File: src/rtl/ecc_enc_scheduler.sv
// Round-robin scheduler sharing one external SECDED 2D-parity encoder among NUM_REQ requesters.
// Optional ack/nack resend path: define ECC_ENC_SCHED_RETRY_EN (default build has no WAIT/retry/drop).
module ecc_enc_scheduler #(
    parameter int unsigned NUM_REQ   = 4,
    parameter int unsigned COL_NUM   = 4,
    parameter int unsigned ROW_NUM   = 4,
    parameter int unsigned MAX_RETRY = 3,
    localparam int unsigned DW  = COL_NUM * ROW_NUM,
    localparam int unsigned CW  = (COL_NUM + 1) * (ROW_NUM + 1),
    localparam int unsigned IDW = (NUM_REQ > 1) ? $clog2(NUM_REQ) : 1
) (
    input  logic                  clk,
    input  logic                  reset,
    input  logic [NUM_REQ-1:0]    req_valid,
    input  logic [NUM_REQ*DW-1:0] req_data,
    output logic [NUM_REQ-1:0]    req_ready,
    output logic [DW-1:0]         enc_data_in,
    input  logic [CW-1:0]         enc_data_out,
    output logic                  out_valid,
    input  logic                  out_ready,
    output logic [CW-1:0]         out_data,
    output logic [IDW-1:0]        out_id,
    input  logic                  resp_valid,
    input  logic                  resp_nack,
    output logic                  busy,
    output logic                  drop
);

    typedef enum logic [1:0] {
        IDLE = 2'd0,
        ENC  = 2'd1,
        SEND = 2'd2,
        WAIT = 2'd3
    } state_t;

    state_t         state;
    state_t         state_nxt;
    logic [IDW-1:0] ptr;
    logic [IDW-1:0] ptr_inc;
    logic [IDW-1:0] hold_id;
    logic [IDW-1:0] win_id;
    logic [DW-1:0]  hold_data;
    logic [DW-1:0]  win_data;
    logic           win_found;
    logic           accept;
    logic           release_word;
    int unsigned    idx;

`ifdef ECC_ENC_SCHED_RETRY_EN
    localparam int unsigned RCW = (MAX_RETRY > 0) ? $clog2(MAX_RETRY + 1) : 1;
    logic [RCW-1:0] retry_cnt;
    logic           resend;
    logic           drop_nxt;
`else
    logic unused_resp;
    assign unused_resp = resp_valid ^ resp_nack;
    assign drop        = 1'b0;
`endif

    // Round-robin search starting at ptr; first valid requester wins.
    always_comb begin
        win_found = 1'b0;
        win_id    = '0;
        idx       = 0;
        for (int unsigned k = 0; k < NUM_REQ; k++) begin
            idx = (32'(ptr) + k) % NUM_REQ;
            if (!win_found && req_valid[IDW'(idx)]) begin
                win_found = 1'b1;
                win_id    = IDW'(idx);
            end
        end
        win_data = '0;
        for (int unsigned i = 0; i < NUM_REQ; i++) begin
            if (win_id == IDW'(i)) begin
                win_data = req_data[i*DW +: DW];
            end
        end
    end

    assign ptr_inc     = (32'(hold_id) == NUM_REQ - 1) ? '0 : hold_id + IDW'(1);
    assign req_ready   = (accept && !reset) ? (NUM_REQ'(1) << win_id) : '0;
    assign enc_data_in = hold_data;
    assign out_valid   = (state == SEND);
    assign busy        = (state != IDLE);

    always_ff @(posedge clk) begin
        if (reset) begin
            state <= IDLE;
        end else begin
            state <= state_nxt;
        end
    end

    // Next-state and transition strobes.
    always_comb begin
        state_nxt    = state;
        accept       = 1'b0;
        release_word = 1'b0;
`ifdef ECC_ENC_SCHED_RETRY_EN
        resend       = 1'b0;
        drop_nxt     = 1'b0;
`endif
        case (state)
            IDLE: begin
                if (win_found) begin
                    accept    = 1'b1;
                    state_nxt = ENC;
                end
            end
            ENC: state_nxt = SEND;
            SEND: begin
                if (out_ready) begin
`ifdef ECC_ENC_SCHED_RETRY_EN
                    state_nxt = WAIT;
`else
                    state_nxt    = IDLE;
                    release_word = 1'b1;
`endif
                end
            end
            WAIT: begin
`ifdef ECC_ENC_SCHED_RETRY_EN
                if (resp_valid) begin
                    if (!resp_nack) begin
                        state_nxt    = IDLE;
                        release_word = 1'b1;
                    end else if (retry_cnt < RCW'(MAX_RETRY)) begin
                        state_nxt = SEND;
                        resend    = 1'b1;
                    end else begin
                        state_nxt    = IDLE;
                        release_word = 1'b1;
                        drop_nxt     = 1'b1;
                    end
                end
`else
                state_nxt = IDLE;
`endif
            end
            default: state_nxt = IDLE;
        endcase
    end

    // Word capture, codeword register and pointer/retry bookkeeping.
    always_ff @(posedge clk) begin
        if (reset) begin
            ptr       <= '0;
            hold_id   <= '0;
            hold_data <= '0;
            out_data  <= '0;
            out_id    <= '0;
`ifdef ECC_ENC_SCHED_RETRY_EN
            retry_cnt <= '0;
            drop      <= 1'b0;
`endif
        end else begin
            if (accept) begin
                hold_data <= win_data;
                hold_id   <= win_id;
            end
            if (state == ENC) begin
                out_data <= enc_data_out;
                out_id   <= hold_id;
            end
            if (release_word) begin
                ptr <= ptr_inc;
            end
`ifdef ECC_ENC_SCHED_RETRY_EN
            if (accept) begin
                retry_cnt <= '0;
            end else if (resend && retry_cnt != RCW'(MAX_RETRY)) begin
                retry_cnt <= retry_cnt + RCW'(1);
            end
            drop <= drop_nxt;
`endif
        end
    end

endmodule

File: config.mk
export PLATFORM = sky130hd
export DESIGN_NAME = ecc_enc_scheduler
export DESIGN_NICKNAME = d
export VERILOG_FILES = /design/src/rtl/ecc_enc_scheduler.sv
export SDC_FILE = /design/constraint.sdc
export NUM_CORES = 1
export LEC_CHECK = 0
export ABC_AREA = 0
export CAP_MARGIN = 20
export CORE_ASPECT_RATIO = 1.5
export CORE_MARGIN = 5
export CORE_UTILIZATION = 37
export DETAILED_ROUTE_END_ITERATION = 10
export PLACE_DENSITY_LB_ADDON = 0.15
export SLEW_MARGIN = 5
export SYNTH_ARGS = -nofsm -noshare
export SYNTH_HDL_FRONTEND = slang
export SYNTH_SLANG_ARGS = --single-unit
File: constraint.sdc
create_clock -name clk -period 2.2 [get_ports clk]
set_input_delay 0.33 -clock clk [delete_from_list [all_inputs] [get_ports clk]]
set_output_delay 0.33 -clock clk [all_outputs]
set_load 0.05 [all_outputs]
==> results.md <==
- P_int: about 1.6 mW
- Setup tns final: 0 ns
- CTS Sinks: just under 50
- Post-Syn Area: 0.00236 mm²
- MaxCap Viol Count: 0
- Multi-input combinational cell area: 0.00130 mm²
- Final hold vios: 0
- Slew Limit Fails: 0
- Synth unique cells: 34
- Mapped Cells: 291
- CP cell instances: or2_4 -> or3_4 -> inv_4 -> buf_6 -> nand2_4 -> buf_12 -> nor2_4 -> buf_12
- CTS tree: done
- Slew @ Worst Pin: approximately 0.53 ns
- Die footprint: ~0.0081 mm²
- Status: complete, no violations
- Yosys reg bits: just under 50
- PortBufs: 144
- CP Data Arrival Time: 1.84 ns
- Critical path class: reg2out
- Die Ht: around 110 µm
- Initial antenna violation count: 0
- Hold_buf cts: 0
- Sequential group share of total power: 0.392
- Post-synthesis sequential area ratio: 0.416
- Vias in the first global route: roughly 2600
- Gate power share: 0.398
- Layout Nets: approximately 540
- Via count: 2643
- FP Rows: 35
- Tmin final: 2.17 ns
- Fmax achieved: around 460 MHz
- Maximum resistive drop on vdd: roughly 0.29 mV
- Vias per std cell: around 5.1
- First-pass GRT wire length: approximately 12 mm
- Yosys Warn Count: 0
- GRT overflow: 0
- Starting density of the core: 0.382
- Switch Pwr: 0.929 mW
- CTS buffer count: 5
- Max-slew headroom: 0.643
- Worst hold path type: reg2reg
- Placed cells: just over 500
- Router iterations before antenna repair: 4
- P&R area growth vs syn: 77.5%
- Startpoint Class: register
- GR Util All Layers: 0.190
- WL final: around 8 mm
- Static leakage: about 1.6 nW
- Reg clk slew, reported paths: approximately 0.090 ns
- Core outline area: between 0.006 and 0.007 mm²
- Critical Path Max Stage Delay: 0.38 ns
- Design Power: approximately 2.6 mW
- Critical Path End Type: primary output
- RSZ-0062 raised after global routing: yes
- CP max-delay cell: or3_4
- Post-DR wirelength/cell: roughly 15 µm
- Layout cells sized above 1: 0.137
- Initial detailed-routing violation count: 106
- Most frequent CP cell: buf_12
- Diodes inserted: 0
- Worst-path maximum fanout: 3
- Placed inst area: ~0.0040 mm²
- Layout Cells excl Fill: 518
- Cell Pwr Density: approximately 600 mW/mm²
- Mapped Avg Cell Area: between 8 and 9 µm²
- Pre-CTS setup slack: -0.137 ns
- Register area: around 1000 µm²
- Min Hold Slack: between 0.4 and 0.5 ns
- Power share of the clock group: 0.210
- Worst-Skew Late Latency: 0.30 ns
- Critical Path RT: 1.87 ns
- DRC errors left: 0
- Setup Skew: about 0.0095 ns
- Endpoints failing setup: 0
- Die width: about 75 µm
- Root Buffer: clkbuf_8
- Fin util: 0.678
- Fillcell total: ~530
- Final Cycle Share: 0.986
- RD Place Congestion: slightly below 0.8
- Switching Fraction: 0.361
- Synth Net Count: between 300 and 400
- Worst setup margin: between 0.03 and 0.04 ns
- DP HPWL: between 5 and 6 mm
- Final Cell Area: around 0.0042 mm²
- H-Tree Depth: 2
- # IOs: around 150
- Max Root-Sink Buffers: 2
- Largest net degree at the start of global routing: 34
- R2R Setup Slk: between 0.4 and 0.5 ns
- Routed Antenna Nets: 0
[final cells by class]
type | count | share of cell area
timing repair buffer | 169 | 0.407
clock buffer | 5 | 0.0164
multi-input combinational | 215 | 0.310
sequential | 49 | 0.236
clock inverter | 3 | 0.00508
tap | 74 | 0.0221
inverter | 3 | 0.00329
[placed cells by master (no fill, tap or decap), types with 2 or more instances in the layout]
master	n
nor2_2	2
o21ai_1	9
clkdlybuf4s50_1	135
dfxtp_1	45
nor3_4	2
buf_12	7
o211ai_1	15
buf_4	22
nor2_1	5
nand3_1	16
clkbuf_8	5
mux2i_1	19
a21oi_1	32
nand2_1	72
a211o_1	15
o21ai_0	7
inv_1	2
dlygate4sd2_1	3
dfxtp_2	3
nand2b_1	2
[metal layers]
layer | GRT usage | up-vias | wire length (µm)
met2 | 0.358 | 98 | 4280
li1 | - | 1317 | -
met5 | 0 | - | 0
met4 | 0.0600 | 0 | 85
met3 | 0.0486 | 8 | 632
met1 | 0.195 | 1220 | 2810
[Yosys cell counts]
cell / n / area (µm²)
a211o_1: 15 / 131
a21boi_2: 1 / 11.3
a21oi_1: 32 / 160
buf_1: 1 / 3.75
buf_2: 8 / 40.0
buf_4: 3 / 22.5
buf_6: 2 / 22.5
clkbuf_1: 10 / 37.5
conb_1: 1 / 3.75
dfxtp_1: 49 / 981
ha_1: 1 / 12.5
inv_1: 2 / 7.51
inv_2: 1 / 3.75
mux2i_1: 20 / 200
nand2_1: 72 / 270
nand2_4: 1 / 11.3
nand2b_1: 3 / 18.8
nand3_1: 16 / 80.1
nor2_1: 7 / 26.3
nor2_2: 1 / 6.26
nor2b_1: 2 / 12.5
nor3_1: 3 / 15.0
nor3b_2: 1 / 12.5
nor4_1: 1 / 6.26
o211ai_1: 15 / 113
o21ai_0: 7 / 35.0
o21ai_1: 9 / 45.0
o221ai_1: 1 / 8.76
o22a_2: 1 / 10.0
o22ai_4: 1 / 20.0
o2bb2a_1: 1 / 10.0
or2_1: 1 / 6.26
or3_1: 1 / 6.26
or3b_2: 1 / 8.76
[power groups by stage]
stage | combinational (mW) | sequential, mW | clock, mW
6_report | 1.03 | 1.01 | 0.542
5_1_grt | 1.09 | 1.02 | 0.598
4_1_cts | 1.03 | 1.01 | 0.571
3_5_place_dp | 1.01 | 1.03 | 0
3_3_place_gp | 0.997 | 1.03 | 0
2_1_floorplan | 0.316 | 1.28 | 0
[critical path: cells and delay by family, from the launching register on]
family | cells | cell delay [ns]
buffers and inverters | 4 | 0.43
DFF | 1 | 0.33
and+or+nand+nor | 4 | 0.78
[sequential cells by signal, summed over array words and instances (netlist names)]
name / count
hold_id: 2
enc_data_in: 16
out_id: 2
ptr: 2
out_data: 25
state: 2
[path summary, 6_finish.rpt]
kind | start | end | cells after the start
worst max-delay path | state[0] | req_ready[2] | 8
worst min-delay path | out_data[2] | out_data[2] | 2
worst max register to register | state[0] | enc_data_in[1] | 8
worst min register to register | out_data[2] | out_data[2] | 2
[kinds of logic (layout without fill, tap and decap cells)]
logic type,Yosys count,count (layout),share of synthesized area
buffers and inverters,27,180,0.0583
adder cells (fa/ha/maj),1,1,0.00530
flip-flops,49,49,0.416
AO/OA/AOI/OAI,83,83,0.231
AND/OR/NAND/NOR,110,110,0.204
other,1,1,0.00159
multiplexers,20,20,0.0848
[repair_timing]
action | CTS | global route
resized for setup | 11 | 5
setup endpoints to repair | 4 | 4
setup buffers | 5 | 1
pin swaps | 5 | 2
(Power assumes the default switching activity.)
